File: config.mk
export PLATFORM = sky130hd
export DESIGN_NAME = uart_rx
export DESIGN_NICKNAME = d
export VERILOG_FILES = /design/src/rtl/uart_rx.sv
export SDC_FILE = /design/constraint.sdc
export NUM_CORES = 1
export LEC_CHECK = 0
export ABC_CLOCK_PERIOD_IN_PS = 3000
export CAP_MARGIN = 30
export CORE_ASPECT_RATIO = 1.25
export CORE_UTILIZATION = 45
export DETAILED_ROUTE_END_ITERATION = 10
export PLACE_DENSITY = 0.68
export SETUP_SLACK_MARGIN = 0.5
export SYNTH_ARGS = -nofsm -noshare
export SYNTH_HDL_FRONTEND = slang
export SYNTH_SLANG_ARGS = --single-unit
File: constraint.sdc
create_clock -name clk -period 3 [get_ports clk]
set_input_delay 0.45 -clock clk [delete_from_list [all_inputs] [get_ports clk]]
set_output_delay 0.45 -clock clk [all_outputs]
set_load 0.03 [all_outputs]
File: src/rtl/uart_rx.sv
// rtl/uart_rx.sv - 8N1 serial receiver with mid-bit sampling, valid/ready holding register,
// framing-error pulse and sticky overrun flag.
module uart_rx #(
    parameter int DATA_WIDTH = 8,
    parameter int CNT_WIDTH  = 13
) (
    input  logic                  clk,
    input  logic                  rst,
    input  logic [CNT_WIDTH-1:0]  clks_per_bit,
    input  logic                  rx,
    output logic [DATA_WIDTH-1:0] data_out,
    output logic                  valid,
    input  logic                  ready,
    output logic                  frame_err,
    output logic                  overrun,
    input  logic                  clr_err,
    output logic                  busy
);

    localparam int IDX_WIDTH = (DATA_WIDTH > 1) ? $clog2(DATA_WIDTH) : 1;
    localparam logic [IDX_WIDTH-1:0] LAST_BIT = IDX_WIDTH'(DATA_WIDTH - 1);

    typedef enum logic [2:0] {
        S_IDLE,
        S_START,
        S_DATA,
        S_STOP,
        S_BREAK
    } state_t;

    state_t r_state;
    state_t w_next;

    logic                  r_rx_meta;
    logic                  r_rx_s;
    logic [CNT_WIDTH-1:0]  r_n;
    logic [CNT_WIDTH-1:0]  r_cnt;
    logic [IDX_WIDTH-1:0]  r_bit_idx;
    logic [DATA_WIDTH-1:0] r_shift;
    logic                  r_byte_done;
    logic                  r_frame_err;
    logic [DATA_WIDTH-1:0] r_data;
    logic                  r_valid;
    logic                  r_overrun;

    logic [CNT_WIDTH-1:0]  w_half_m1;
    logic [CNT_WIDTH-1:0]  w_full_m1;
    logic                  w_half_hit;
    logic                  w_full_hit;
    logic                  w_cnt_clr;
    logic                  w_cnt_run;
    logic                  w_latch_n;
    logic                  w_bit_clr;
    logic                  w_shift_en;
    logic                  w_stop_good;
    logic                  w_stop_bad;
    logic                  w_load;

    assign w_half_m1  = (r_n >> 1) - CNT_WIDTH'(1);
    assign w_full_m1  = r_n - CNT_WIDTH'(1);
    assign w_half_hit = (r_cnt == w_half_m1);
    assign w_full_hit = (r_cnt == w_full_m1);

    always_ff @(posedge clk) begin
        if (rst) begin
            r_state <= S_IDLE;
        end else begin
            r_state <= w_next;
        end
    end

    always_comb begin
        w_next      = r_state;
        w_cnt_clr   = 1'b0;
        w_cnt_run   = 1'b0;
        w_latch_n   = 1'b0;
        w_bit_clr   = 1'b0;
        w_shift_en  = 1'b0;
        w_stop_good = 1'b0;
        w_stop_bad  = 1'b0;
        case (r_state)
            S_IDLE: begin
                if (!r_rx_s) begin
                    w_next    = S_START;
                    w_latch_n = 1'b1;
                    w_cnt_clr = 1'b1;
                end
            end
            S_START: begin
                w_cnt_run = 1'b1;
                if (w_half_hit) begin
                    w_cnt_clr = 1'b1;
                    w_bit_clr = 1'b1;
                    // A start bit that is high again at mid-bit was only a glitch
                    w_next    = r_rx_s ? S_IDLE : S_DATA;
                end
            end
            S_DATA: begin
                w_cnt_run = 1'b1;
                if (w_full_hit) begin
                    w_cnt_clr  = 1'b1;
                    w_shift_en = 1'b1;
                    if (r_bit_idx == LAST_BIT) begin
                        w_next = S_STOP;
                    end
                end
            end
            S_STOP: begin
                w_cnt_run = 1'b1;
                if (w_full_hit) begin
                    w_cnt_clr = 1'b1;
                    if (r_rx_s) begin
                        w_stop_good = 1'b1;
                        w_next      = S_IDLE;
                    end else begin
                        w_stop_bad = 1'b1;
                        w_next     = S_BREAK;
                    end
                end
            end
            S_BREAK: begin
                if (r_rx_s) begin
                    w_next = S_IDLE;
                end
            end
            default: begin
                w_next = S_IDLE;
            end
        endcase
    end

    always_ff @(posedge clk) begin
        if (rst) begin
            r_rx_meta <= 1'b1;
            r_rx_s    <= 1'b1;
        end else begin
            r_rx_meta <= rx;
            r_rx_s    <= r_rx_meta;
        end
    end

    // Counter rests at zero outside START/DATA/STOP so it never exceeds n_reg-1
    always_ff @(posedge clk) begin
        if (rst) begin
            r_n       <= '0;
            r_cnt     <= '0;
            r_bit_idx <= '0;
            r_shift   <= '0;
        end else begin
            if (w_latch_n) begin
                r_n <= clks_per_bit;
            end
            if (w_cnt_clr || !w_cnt_run) begin
                r_cnt <= '0;
            end else begin
                r_cnt <= r_cnt + CNT_WIDTH'(1);
            end
            if (w_bit_clr) begin
                r_bit_idx <= '0;
            end else if (w_shift_en) begin
                r_bit_idx <= r_bit_idx + IDX_WIDTH'(1);
            end
            if (w_shift_en) begin
                r_shift <= {r_rx_s, r_shift[DATA_WIDTH-1:1]};
            end
        end
    end

    assign w_load = r_byte_done && (!r_valid || ready);

    always_ff @(posedge clk) begin
        if (rst) begin
            r_byte_done <= 1'b0;
            r_frame_err <= 1'b0;
            r_data      <= '0;
            r_valid     <= 1'b0;
            r_overrun   <= 1'b0;
        end else begin
            r_byte_done <= w_stop_good;
            r_frame_err <= w_stop_bad;
            if (w_load) begin
                r_data  <= r_shift;
                r_valid <= 1'b1;
            end else if (r_valid && ready) begin
                r_valid <= 1'b0;
            end
            if (r_byte_done && r_valid && !ready) begin
                r_overrun <= 1'b1;
            end else if (clr_err) begin
                r_overrun <= 1'b0;
            end
        end
    end

    assign data_out  = r_data;
    assign valid     = r_valid;
    assign frame_err = r_frame_err;
    assign overrun   = r_overrun;
    assign busy      = (r_state != S_IDLE);

endmodule
* Word level (Yosys, flattened, before mapping)
Cells that the tools add are included.
** Cells by class
- Shifts and indexed selects :: 0
- Reduce and logical (&&, ||, !) cells :: 19
- Multipliers :: 0
- Eq/ne operators :: 13
- Bitwise logic cells :: 2
- Muxes and demuxes :: 22
- Divide/modulo/power cells :: 0
- Magnitude comparators :: 0
- Add/sub/neg operators :: 4
** Operators with widths (count)
- == test 13 bit :: 2
- 2-to-1 mux 3 bit :: 7
- one-hot mux 3 bit (5 select lines) :: 1
- adder 13 x 1 -> 13 bit, second input constant :: 1
- subtractor 12 x 1 -> 13 bit, second input constant :: 1
- subtractor 13 x 1 -> 13 bit, second input constant :: 1
- 2-to-1 mux 1 bit :: 12
- inequality test 2 bit, second input constant :: 6
- == test 3 x 2 -> 1 bit, second input constant :: 2
- == test 3 bit, second input constant :: 2
- AND reduction 6 bit :: 1
- OR reduction 2 bit :: 3
- OR reduction 3 bit :: 2
- logical AND 1 bit :: 4
- nonzero test 2 bit :: 2
- adder 3 x 1 -> 3 bit, second input constant :: 1
- == test 3 x 1 -> 1 bit, second input constant :: 1
- logical NOT 1 bit :: 3
- logical NOT 3 bit :: 1
- one-hot mux 1 bit (3 select lines) :: 1
- nonzero test 3 bit :: 1
- logical OR 1 bit :: 2
- 2-to-1 mux 2 bit :: 1
- inverter 1 bit :: 2
** Storage, ports and cells
- Register bits after elaboration :: 54
- Latch bits :: 0
- Bits of input ports :: 18
- Output and inout bits :: 12
- Memories kept :: 0
- ROM bits :: 0
- Memory bits (writable) :: 0

* Logic depth before layout (Yosys ltp)
- Depth after elaboration :: 6
- Gate-level depth with buffers :: 12

* Worst setup path before layout
Ideal clock, no wire load.
- Path kind :: register to register
- Start point :: reg r_n[4]
- End point :: reg r_cnt[10]
- Period minus slack after synthesis :: 2.761 ns
- Data arrival time :: 2.644 ns
- Path slack :: 0.239 ns
- Setup time :: 0.117 ns
- Cell stages (with the launch flop) :: 12
- Cells stage by stage :: dfxtp_1 -> buf_6 -> or4_1 -> clkbuf_1 -> o41ai_2 -> o32a_1 -> a21oi_1 -> or4_1 -> buf_2 -> o211ai_2 -> buf_2 -> nor2_1
** Between the ends
- Longest elaborated chain between the ends :: 6
- Elaborated cells between the ends (all ways) :: 9
** Ends and longest elaborated chain
- start, declared :: RTL line 36 : logic [CNT_WIDTH-1:0] r_n;
- start signal, assigned :: RTL line 151 : r_n <= clks_per_bit;
- subtractor 13 x 1 -> 13 bit or subtractor 12 x 1 -> 13 bit (tied branches) :: RTL line 60, 59
- == test 13 bit, on equally long branches :: RTL line 62, 61
- 2-to-1 mux 1 bit, on equally long branches :: RTL line 100, 110, 91
- one-hot mux 1 bit (3 select lines) * :: RTL line 81 : case (r_state)
- logical OR 1 bit * :: RTL line 153 : if (w_cnt_clr || !w_cnt_run) begin
- OR reduction 2 bit (no source line) *
- end signal, assigned :: RTL line 156 : r_cnt <= r_cnt + CNT_WIDTH'(1);
- end, declared :: RTL line 37 : logic [CNT_WIDTH-1:0] r_cnt;
Every way passes the cells marked *; elsewhere a longest branch is shown, timed or not.
A chain may end at the register's enable or synchronous reset.

* Final worst setup path
- Start point :: reg r_n[2]
- End point :: reg r_bit_idx[0]
** Between the ends
- Longest elaborated chain between the ends :: 5
- Elaborated cells between the ends (all ways) :: 9
** Ends and longest elaborated chain
- subtractor 12 x 1 -> 13 bit :: RTL line 59 : assign w_half_m1 = (r_n >> 1) - CNT_WIDTH'(1);
- == test 13 bit :: RTL line 61 : assign w_half_hit = (r_cnt == w_half_m1);
- 2-to-1 mux 1 bit :: RTL line 91 : if (w_half_hit) begin
- 2-to-1 mux 1 bit :: RTL line 81
- OR reduction 2 bit (no source line)
- end signal, assigned :: RTL line 161 : r_bit_idx <= r_bit_idx + IDX_WIDTH'(1);
- end, declared :: RTL line 38 : logic [IDX_WIDTH-1:0] r_bit_idx;
Parallel ways exist; a longest one is shown, timed or not.

==> results.json <==
{
  "drt_iter0_drc": 102,
  "maxCapViolations": 0,
  "worst_setup_path_end_kind": "flop",
  "worstPathCellList": "or4_4 -> nor4_4 -> o32a_1 -> a21oi_2 -> or4_4 -> or3_1 -> a21oi_1",
  "syn_inst": 378,
  "ys.flop_type": "dfxtp_1",
  "ys_seq_area_share_pct": 36.00,
  "slew_viol_final": 0,
  "cp_num_buf_inv": 0,
  "relSlewSlack_pct": 48.61,
  "grt_usage_pct": 22.99,
  "totalWireLength_um": 7803,
  "cpLargestDelayFamily": "simple AND/OR/NAND/NOR gates",
  "powerDensity_nw_per_um2": 388.7,
  "final_cell_mix": "dfxtp_1, nand2_1, nor2_1",
  "synth_area_um2": 3003,
  "clock-sinks": 54,
  "die_area_um2": 7006,
  "tightest_slew_ns": 0.7679,
  "h-tree-depth": 2,
  "critical_path.most_common_cell": "or4_4",
  "root_buffer": "clkbuf_8",
  "fin_crit_ns": 2.612,
  "leakage_nw": 1.429,
  "hpwlAfterDp_um": 5219,
  "drt-wirelength-per-cell_um": 15.67,
  "synth_edf_count": 0,
  "async_flop_share_pct": 0,
  "syn_nets": 401,
  "postSynthAreaPerCell_um2": 7.944,
  "rsz0062_at_grt": "yes",
  "viasPerCell": 5.705,
  "synth_top_area_share_pct": 36.00,
  "hold_violations": 0,
  "drt_pass1_iterations": 6,
  "die_w_um": 75.07,
  "cts_buffer_depth": 2,
  "worstSkewPairLatency_ns": 0.32,
  "diodes": 0,
  "dr_total_vias": 2841,
  "rows": 32,
  "yosysWarnings": 0,
  "grt_overflow": 0,
  "tns_ns": 0,
  "grt_antenna_before_repair": 0,
  "clkSlewWorstSetupHoldPaths_ns": 0.10,
  "synth.distinct_cells": 53,
  "grt_pass1_wl_um": 12250,
  "hold_class": "reg -> reg",
  "cts.hold.buffers_added": 0,
  "ant_nets": 0,
  "min_period_over_period_pct": 87.06,
  "gp_congestion": 0.9159,
  "grt_max_degree": 36,
  "drc": 0,
  "yosysTopAreaCell": "dfxtp_1",
  "final_area_um2": 3850,
  "crit_path_max_incr_delay_ns": 0.61,
  "fmax_mhz": 382.9,
  "grt_pass1_vias": 2586,
  "finClkSkew_ns": 0.005173,
  "final_nets": 435,
  "setup_viol": 0,
  "coreArea_um2": 6326,
  "ioPinCount": 30,
  "area_growth_pct": 28.21,
  "die_h_um": 93.33,
  "cts_tree": "done",
  "cts_made_buffers": 5,
  "ys_seq_elements": 54,
  "portBuffers": 29,
  "ir_drop_mv": 0.2339,
  "crit_type": "reg -> reg",
  "dpl_cell_area_um2": 3396,
  "final_layout_size_suffix_gt1_share_pct": 21.07,
  "initial_core_util_pct": 47.47,
  "outcome": "completed",
  "final_common_cell": "dfxtp_1",
  "slowest_stage": "or4_4",
  "crit_arrival_ns": 2.87,
  "cp-start-kind": "flop",
  "worstPathMaxFanout": 7,
  "yosys-top-cells-area": "dfxtp_1, xnor2_1, a21oi_1, nand2_1, nor2_1",
  "required_ns": 3.26
}
==> kinds of logic after synthesis <==
family | Yosys count | synth area share [%]
buffers and inverters | 46 | 6.334
flip-flops | 54 | 36.00
AO/OA/AOI/OAI | 77 | 16.38
adder cells (fa/ha/maj) | 5 | 2.083
AND/OR/NAND/NOR | 154 | 26.58
XOR/XNOR | 33 | 9.625
multiplexers | 9 | 3.000
==> worst register-to-register path: stages (launching register included) <==
cell and delay (ns):
dfxtp_4 0.38, or4_4 0.61, nor4_4 0.22, o32a_1 0.20, a21oi_2 0.10, or4_4 0.57
or3_1 0.33, a21oi_1 0.13
==> cell usage after synthesis (3+ instances only) <==
library cell  instances
ha_1                  5
o31a_1                3
a21oi_1              29
nor2_1               34
clkbuf_1             27
or3_1                 5
nor4_1                7
nand2_1              36
xor2_1               13
nor2b_1               9
and3_1                7
or2_2                 3
mux2i_1               9
or4_1                 4
a31oi_1               5
nand3_1              11
nand4_1              19
dfxtp_1              54
xnor2_1              20
nor3_1                4
o21ai_0              17
nor4b_1               4
nand2b_1              4
inv_1                13
==> stage by stage <==
step | worst slack, ns | power, W | instances | hold WS [ns] | utilization (%)
4_1_cts | 0.4634 | 0.001477 | 491 | 0.4321 | 58.17
6_report | 0.3883 | 0.001496 | 498 | 0.4279 | 60.86
3_3_place_gp | 0.1862 | 0.0009359 | 475 | 0.3997 | 53.68
2_1_floorplan | 0.3483 | 0.0008783 | 378 | 0.3895 | -
3_5_place_dp | 0.1014 | 0.0009379 | 475 | 0.4029 | 53.68
5_1_grt | 0.2579 | 0.001548 | 498 | 0.4394 | 60.86
==> cell type report <==
class	instances	area [um^2]
Fill cell	598	2476
Multi-Input combinational cell	279	1947
Sequential cell	54	1092
Timing Repair Buffer	59	539.3
Tap cell	85	106.4
Clock buffer	5	68.82
Inverter	13	48.80
Clock inverter	3	47.55
==> power by group <==
| group | leakage (nW) | internal (W) | switching (W) |
|---|---|---|---|
| logic | 0.931 | 0.000118 | 0.000126 |
| clock network | 0.0587 | 0.000253 | 0.000260 |
| registers | 0.440 | 0.000725 | 0.0000144 |
| total | 1.43 | 0.00110 | 0.000400 |
==> sequential cells by signal, indices dropped and copies added, names as in the netlist, 3 cells and up <==
| signal | flops |
|---|---|
| data_out | 8 |
| r_bit_idx | 3 |
| r_cnt | 13 |
| r_n | 13 |
| r_shift | 8 |
| r_state | 3 |
==> routing by layer <==
metal	wire length (um)	vias to the layer above	share of wire, %	track usage, %
met2	4083	64	52	40.99
met5	0	-	0	0
met1	3165	1340	41	25.99
li1	-	1407	-	-
met3	247	30	3.2	3.556
met4	306	0	3.9	10.85
==> worst paths after layout <==
| kind | from | to | slack (ns) | depth (start not counted) |
|---|---|---|---|---|
| setup / recovery | r_n[2]$_SDFFE_PP0P_ | r_bit_idx[0]$_SDFFE_PP0P_ | 0.39 | 7 |
| hold / removal | r_rx_meta$_SDFF_PP1_ | r_rx_s$_SDFF_PP1_ | 0.43 | 1 |
| setup reg to reg | r_n[2]$_SDFFE_PP0P_ | r_bit_idx[0]$_SDFFE_PP0P_ | 0.39 | 7 |
| hold reg to reg | r_rx_meta$_SDFF_PP1_ | r_rx_s$_SDFF_PP1_ | 0.43 | 1 |
==> timing repair <==
item,CTS,global route
gates cloned,2,1
setup endpoints to repair,29,29
gates resized for setup,26,31
buffers inserted,6,6
pin swaps,6,7
Note: power is estimated with default switching activity, not from simulation.
